File: config.mk
export PLATFORM = sky130hd
export DESIGN_NAME = spi_txn_arbiter
export DESIGN_NICKNAME = d
export VERILOG_FILES = /design/src/rtl/spi_txn_arbiter.sv
export SDC_FILE = /design/constraint.sdc
export NUM_CORES = 1
export LEC_CHECK = 0
export ABC_AREA = 1
export BUFFER_PORTS_ARGS = -buffer_cell sky130_fd_sc_hd__buf_2
export CORE_MARGIN = 2
export CORE_UTILIZATION = 52
export DETAILED_ROUTE_END_ITERATION = 7
export GPL_TIMING_DRIVEN = 0
export PLACE_DENSITY_LB_ADDON = 0.3
export SLEW_MARGIN = 40
export SYNTH_ARGS = -nofsm -noshare
export SYNTH_HDL_FRONTEND = slang
export SYNTH_SLANG_ARGS = --single-unit
File: constraint.sdc
create_clock -name CLK -period 2.3 [get_ports CLK]
set_input_delay 0.46 -clock CLK [delete_from_list [all_inputs] [get_ports CLK]]
set_output_delay 0.46 -clock CLK [all_outputs]
set_load 0.1 [all_outputs]
File: src/rtl/spi_txn_arbiter.sv
// SPI master transaction controller: round-robin arbitration between two requesters,
// one full-duplex MSB-first frame per grant, SCK = CLK/DIV with CPK/CPH mode select.
module spi_txn_arbiter #(
  parameter int DATA_W = 16,
  parameter int DIV    = 4
) (
  input  logic              CLK,
  input  logic              RESET,
  input  logic              CPK,
  input  logic              CPH,
  input  logic              REQ0,
  input  logic [DATA_W-1:0] DATA0,
  input  logic              REQ1,
  input  logic [DATA_W-1:0] DATA1,
  output logic              GNT0,
  output logic              GNT1,
  output logic [DATA_W-1:0] RDATA,
  output logic              RVALID,
  output logic              RID,
  output logic              BUSY,
  input  logic              MISO,
  output logic              SCK,
  output logic              CS,
  output logic              MOSI
);

  localparam int H      = DIV / 2;
  localparam int CNT_W  = (H > 1) ? $clog2(H) : 1;
  localparam int EDGE_W = $clog2(2 * DATA_W + 1);

  typedef enum logic [2:0] {
    S_IDLE,
    S_GRANT,
    S_SETUP,
    S_SHIFT,
    S_GAP
  } state_t;

  state_t              r_state;
  state_t              w_state_nxt;
  logic [CNT_W-1:0]    r_cnt;
  logic [CNT_W-1:0]    w_cnt_nxt;
  logic [EDGE_W-1:0]   r_edge;
  logic [EDGE_W-1:0]   w_edge_nxt;

  logic                w_start;
  logic                w_load;
  logic                w_lead;
  logic                w_trail;
  logic                w_done;
  logic                w_pick;
  logic                w_cnt_zero;
  logic [DATA_W-1:0]   w_data;

  logic                r_id;
  logic                r_last;
  logic                r_cph;
  logic                r_rx_bit;
  logic [DATA_W-1:0]   r_shift;
  logic                r_cs;
  logic                r_sck;
  logic                r_mosi;
  logic                r_rvalid;
  logic [DATA_W-1:0]   r_rdata;
  logic                r_rid;

  // With both requesting, favour the one not granted last.
  assign w_pick     = (REQ0 && REQ1) ? ~r_last : REQ1;
  assign w_cnt_zero = (r_cnt == '0);
  assign w_data     = r_id ? DATA1 : DATA0;

  always_ff @(posedge CLK) begin
    if (!RESET) begin
      r_state <= S_IDLE;
      r_cnt   <= '0;
      r_edge  <= '0;
    end else begin
      r_state <= w_state_nxt;
      r_cnt   <= w_cnt_nxt;
      r_edge  <= w_edge_nxt;
    end
  end

  always_comb begin
    w_state_nxt = r_state;
    w_cnt_nxt   = r_cnt;
    w_edge_nxt  = r_edge;
    w_start     = 1'b0;
    w_load      = 1'b0;
    w_lead      = 1'b0;
    w_trail     = 1'b0;
    w_done      = 1'b0;
    case (r_state)
      S_IDLE: begin
        if (REQ0 || REQ1) begin
          w_state_nxt = S_GRANT;
          w_start     = 1'b1;
        end
      end
      S_GRANT: begin
        w_state_nxt = S_SETUP;
        w_load      = 1'b1;
        w_cnt_nxt   = CNT_W'(H - 1);
      end
      S_SETUP: begin
        if (w_cnt_zero) begin
          w_state_nxt = S_SHIFT;
          w_lead      = 1'b1;
          w_edge_nxt  = EDGE_W'(1);
          w_cnt_nxt   = CNT_W'(H - 1);
        end else begin
          w_cnt_nxt = r_cnt - CNT_W'(1);
        end
      end
      S_SHIFT: begin
        if (w_cnt_zero) begin
          w_cnt_nxt = CNT_W'(H - 1);
          // The final half-period keeps SCK idle; its end is the CS-rise cycle.
          if (r_edge == EDGE_W'(2 * DATA_W)) begin
            w_state_nxt = S_GAP;
            w_done      = 1'b1;
          end else begin
            w_edge_nxt = r_edge + EDGE_W'(1);
            if (r_edge[0]) w_trail = 1'b1;
            else           w_lead  = 1'b1;
          end
        end else begin
          w_cnt_nxt = r_cnt - CNT_W'(1);
        end
      end
      S_GAP: begin
        if (w_cnt_zero) w_state_nxt = S_IDLE;
        else            w_cnt_nxt   = r_cnt - CNT_W'(1);
      end
      default: w_state_nxt = S_IDLE;
    endcase
  end

  // Link-side control: CS, SCK, MOSI, result handshake and arbitration pointer.
  always_ff @(posedge CLK) begin
    if (!RESET) begin
      r_cs     <= 1'b1;
      r_mosi   <= 1'b0;
      r_sck    <= CPK;
      r_rvalid <= 1'b0;
      r_rdata  <= '0;
      r_rid    <= 1'b0;
      r_id     <= 1'b0;
      r_last   <= 1'b1;
    end else begin
      r_rvalid <= w_done;
      if (w_start) begin
        r_id   <= w_pick;
        r_last <= w_pick;
      end
      if (r_state == S_IDLE || r_state == S_GRANT) r_sck <= CPK;
      if (w_load) begin
        r_cs   <= 1'b0;
        r_mosi <= w_data[DATA_W-1];
      end
      if (w_lead) begin
        r_sck <= ~r_sck;
        if (r_cph) r_mosi <= r_shift[DATA_W-1];
      end
      if (w_trail) begin
        r_sck <= ~r_sck;
        if (!r_cph) r_mosi <= r_shift[DATA_W-2];
      end
      if (w_done) begin
        r_cs    <= 1'b1;
        r_mosi  <= 1'b0;
        r_rdata <= r_shift;
        r_rid   <= r_id;
      end
    end
  end

  // Shift datapath; both modes shift on the trailing edge, CPH=0 uses the leading-edge sample.
  always_ff @(posedge CLK) begin
    if (w_load) begin
      r_shift <= w_data;
      r_cph   <= CPH;
    end
    if (w_lead) r_rx_bit <= MISO;
    if (w_trail) r_shift <= {r_shift[DATA_W-2:0], (r_cph ? MISO : r_rx_bit)};
  end

  assign GNT0   = (r_state == S_GRANT) && !r_id;
  assign GNT1   = (r_state == S_GRANT) &&  r_id;
  assign BUSY   = (r_state != S_IDLE);
  assign CS     = r_cs;
  assign SCK    = r_sck;
  assign MOSI   = r_mosi;
  assign RVALID = r_rvalid;
  assign RDATA  = r_rdata;
  assign RID    = r_rid;

endmodule

==> results.json, run 1 <==
{
  "run_status": "finished clean",
  "fillers": 392,
  "rows": 24,
  "utilization": 0.647,
  "route.detailed.drc": 0,
  "fin_tns_setup_ps": 0,
  "layout_setup_ws_ps": 129,
  "cap_violations": 0,
  "postCtsSetupBuffers": 0,
  "cp-start-kind": "register",
  "reg2reg_slack_ps": 380,
  "route.vias.total": 2087,
  "area_growth_pct": 20.5,
  "finish.net_count": 393,
  "crit_chain": "inv_1 > nand3_1 > nor2_2 > buf_2",
  "clock_path_buffers": 2,
  "viasPerCell": 5.15,
  "ys_seq_area_frac": 0.518,
  "netlist_instances": 284,
  "critical_path_buf_inv_count": 2,
  "powerDensity_nw_per_um2": 977,
  "firstDrtPassIters": 4,
  "grt_max_degree": 17,
  "synth_area_um2": 2340,
  "dp_slack_ps": 164,
  "final_cell_mix": "nand2_1 (94), buf_2 (65), dfxtp_1 (32)",
  "die_y_um": 71.1,
  "final_area_um2": 2820,
  "place_area_um2": 2720,
  "hold_viol": 0,
  "p_total_uw": 2750,
  "post-route-period-util": 0.944,
  "layout-drive-gt1-share": 0.300,
  "required_ps": 1840,
  "yosys_warnings": 0,
  "grt_pass1_vias": 1910,
  "path_max_fanout": 9,
  "syn_nets": 325,
  "overflow": 0,
  "arrival_ps": 1710,
  "clk_latency_ps": 310,
  "dp_hpwl_mm": 3.86,
  "io_buffers": 62,
  "cts_max_level": 2,
  "die_area_um2": 5050,
  "slew_headroom": 0.643,
  "wl_per_cell_um": 12.8,
  "wl_mm": 5.17,
  "floorplan.initialDensity": 0.537,
  "ctsHoldBuffers": 0,
  "mostFrequentLayoutCell": "nand2_1",
  "worst_slew_pin_slew_ps": 535,
  "io_pins": 63,
  "cts_tree": "built",
  "die-width_um": 71.1,
  "rsz0062_at_grt": "no",
  "path_class": "reg -> out",
  "synth_cell_type_count": 32,
  "track_usage": 0.214,
  "ant_nets": 0,
  "fmax_mhz": 461,
  "critPathSlowestCell": "buf_2",
  "initialDrtViolationCount": 82,
  "grt_antenna_before_repair": 0,
  "vdd_drop_max_uv": 1120,
  "numClockSinks": 51,
  "num_antenna_cells": 0,
  "numCtsBuffers": 5,
  "p_leak_uw": 0.00132,
  "skew_ps": 13.2,
  "setup_viol": 0,
  "post-route-min-period_ps": 2170,
  "grt_pass1_wl_mm": 8.45,
  "end_kind": "output pin",
  "slowest_delay_ps": 440,
  "avgSynthCellArea_um2": 8.23,
  "cts-resized-gates": 1,
  "synth-seq-cells": 51,
  "critPathTopFamily": "buffers and inverters",
  "slew_violations": 0,
  "coreArea_um2": 4350,
  "place_congestion": 0.801,
  "cts-root-buf": "clkbuf_8",
  "clk_pin_slew_worst_paths_ps": 100,
  "worstHoldPathType": "in -> reg"
}
report_power, final:
| group | internal (µW) | switching, µW | leakage [µW] |
|---|---|---|---|
| sequential | 1150 | 109 | 0.000439 |
| combinational | 218 | 731 | 0.000829 |
| clock | 246 | 300 | 0.0000474 |
final cells by class:
cell class                      instances  area (µm²)  area share
Inverter                               20        76.3      0.0271
Clock inverter                          2        16.3     0.00577
Clock buffer                            6        82.6      0.0293
Tap cell                               52        65.1      0.0231
Timing Repair Buffer                   62         313       0.111
Buffer                                  7        46.3      0.0164
Sequential cell                        51        1210       0.430
Multi-Input combinational cell        205        1010       0.358
state kept, by name, summed over array words and instances, names as in the netlist, 3 cells and up:
signal / count
RDATA: 16
r_state: 3
r_edge: 6
r_shift: 16
cell usage after synthesis, drive strengths merged:
cell type    n  share of area
or2          1         0.0027
mux2i        1         0.0043
o21ai       10          0.021
a211oi       1         0.0032
xor2         3          0.011
o211ai       1         0.0032
nor2        28          0.051
buf          7          0.020
a21oi       11          0.024
nand3       17          0.041
nand2      108           0.19
edfxtp      19           0.24
ha           2          0.011
nor3         2          0.011
nand4        2         0.0053
dfxtp       32           0.27
clkinv       2         0.0037
a31oi       15          0.040
inv         18          0.029
clkbuf       1         0.0016
nand3b       3         0.0096
routing by layer:
layer  vias up  wire length, µm  track usage
met4         0               68       0.0692
met1       941             2370        0.281
met5         -                0            0
met2        70             2400        0.350
met3         6              329       0.0513
li1       1070                -            -
worst paths after layout:
kind,startpoint,depth (start not counted),to
hold / removal,CPH,1,r_cph
setup / recovery,r_state[1],4,GNT0
hold reg to reg,RDATA[6],2,RDATA[6]
setup reg to reg,r_edge[0],6,r_shift[3]
stage by stage:
step | hold slack (ps) | instances
after detailed placement | 429 | 398
after floorplan | 429 | 284
after global placement | 423 | 398
final | 324 | 405
after global routing | 317 | 405
after CTS | 319 | 406
cells by family after synthesis:
group | count (synthesis) | synth area share
AOI/OAI and AO/OA | 38 | 0.0915
xor gates and xnor gates | 3 | 0.0112
adders and majority gates | 2 | 0.0107
buffers and inverters | 28 | 0.0540
DFF | 51 | 0.518
muxes | 1 | 0.00428
and+or+nand+nor | 161 | 0.310
No activity file was read; power rests on OpenSTA's default activity.
==> run 2: changes to the inputs <==
- CELL_PAD_IN_SITES_DETAIL_PLACEMENT: not set -> 0
- CELL_PAD_IN_SITES_GLOBAL_PLACEMENT: not set -> 2
- CORE_UTILIZATION: 52 -> 30
==> run 2 against run 1 <==
Clock skew shrank 0.66 ps. Count of clock-buffer cells in the layout is the same. Power rose by 4.7%. Register-to-register slack about the same. Critical endpoint unchanged. Highest routed layer unchanged. Non-clock buffer count is the same. Die area is 69% higher.
==> results.json, run 2 (same netlist as run 1, synthesis figures left out) <==
{
  "run_status": "finished clean",
  "numClockSinks": 51,
  "worstHoldPathType": "in -> reg",
  "clk_latency_ps": 310,
  "skew_ps": 12.5,
  "layout-drive-gt1-share": 0.300,
  "final_area_um2": 2900,
  "reg2reg_slack_ps": 370,
  "register_area_um2": 1210,
  "die-width_um": 92.3,
  "post-route-min-period_ps": 2180,
  "io_pins": 63,
  "route.detailed.drc": 0,
  "place_congestion": 0.758,
  "clock_path_buffers": 2,
  "finish.net_count": 393,
  "arrival_ps": 1720,
  "cp-start-kind": "register",
  "ant_nets": 0,
  "slew_violations": 0,
  "die_y_um": 92.3,
  "startpoint": "r_state[1]",
  "final_cell_mix": "nand2_1 (94), buf_2 (65), dfxtp_1 (32)",
  "grt_antenna_before_repair": 0,
  "fillers": 810,
  "postCtsSetupBuffers": 0,
  "fin_tns_setup_ps": 0,
  "overflow": 0,
  "floorplan.initialDensity": 0.306,
  "required_ps": 1840,
  "dp_cells": 448,
  "grt_pass1_vias": 1948,
  "numCtsBuffers": 5,
  "hold_viol": 0,
  "fmax_mhz": 458,
  "worstHoldStart": "CPH",
  "wl_mm": 5.73,
  "cap_violations": 0,
  "path_class": "reg -> out",
  "rsz0062_at_grt": "no",
  "coreArea_um2": 7650,
  "vdd_drop_max_uv": 762,
  "cts-resized-gates": 1,
  "clk_pin_slew_worst_paths_ps": 100,
  "initialDrtViolationCount": 117,
  "path_max_fanout": 9,
  "track_usage": 0.142,
  "wl_per_cell_um": 12.6,
  "slew_headroom": 0.600,
  "cts_max_level": 2,
  "rows": 32,
  "r2r-start": "r_edge[0]",
  "worst_slew_pin_slew_ps": 600,
  "ctsHoldBuffers": 0,
  "cts-root-buf": "clkbuf_8",
  "grt_pass1_wl_mm": 9.56,
  "grt_max_degree": 18,
  "place_area_um2": 2780,
  "p_leak_uw": 0.00133,
  "post-route-period-util": 0.950,
  "setup_viol": 0,
  "dp_hpwl_mm": 4.18,
  "io_buffers": 62,
  "final_cells": 455,
  "viasPerCell": 4.54,
  "end_kind": "output pin",
  "num_antenna_cells": 0,
  "powerDensity_nw_per_um2": 992,
  "area_growth_pct": 24.2,
  "firstDrtPassIters": 4,
  "die_area_um2": 8520,
  "cts_tree": "built",
  "mostFrequentLayoutCell": "nand2_1",
  "route.vias.total": 2066,
  "multi_input_area_um2": 1010
}
## run 2: cell count changes in the layout (fill, tap and decap cells not counted), sizes merged
cell,before,now
clkinv,3,2
clkinvlp,1,0
inv,18,19
bufinv,0,1
## run 2: final cells by class
type	instances	area share
repair buffers	62	0.108
inverters	20	0.0263
multi-input cells	205	0.347
plain buffers	7	0.0159
flip-flops and latches	51	0.417
clock buffers	6	0.0284
well taps	102	0.0439
clock inverters	2	0.0134
## run 2: critical path, stage by stage, from the launching register on
cell and delay [ps]:
dfxtp_1 350, inv_1 130, nand3_1 340, nor2_2 170, buf_2 440
## run 2: per-stage QoR
stage	total power, µW	setup slack [ps]	hold WS (ps)	util
finish	2880	116	334	0.380
global route	3050	26.1	318	0.380
CTS	2920	77.4	324	0.379
detailed placement	2240	87.7	428	0.364
global placement	2240	86.4	424	0.364
floorplan	2000	228	429	-
## run 2: path summary, 6_finish.rpt
kind | endpoint | cells past startpoint
setup / recovery | GNT0 | 4
hold / removal | r_cph | 1
setup reg to reg | r_shift[15] | 6
hold reg to reg | RDATA[3] | 2
## run 2: metal layers
metal,routed length (µm),vias up,GRT usage,part of all wire
li1,-,1072,-,-
met1,2920,922,0.202,0.51
met2,2500,68,0.218,0.44
met3,284,4,0.0285,0.050
met4,33,0,0.0410,0.0058
met5,0,-,0,0
## run 2: where the power goes
group          internal [µW]  leakage (µW)  switching (µW)
Clock                    358     0.0000618             312
Sequential              1150      0.000439             109
Combinational            218      0.000829             735
Total                   1730       0.00133            1160
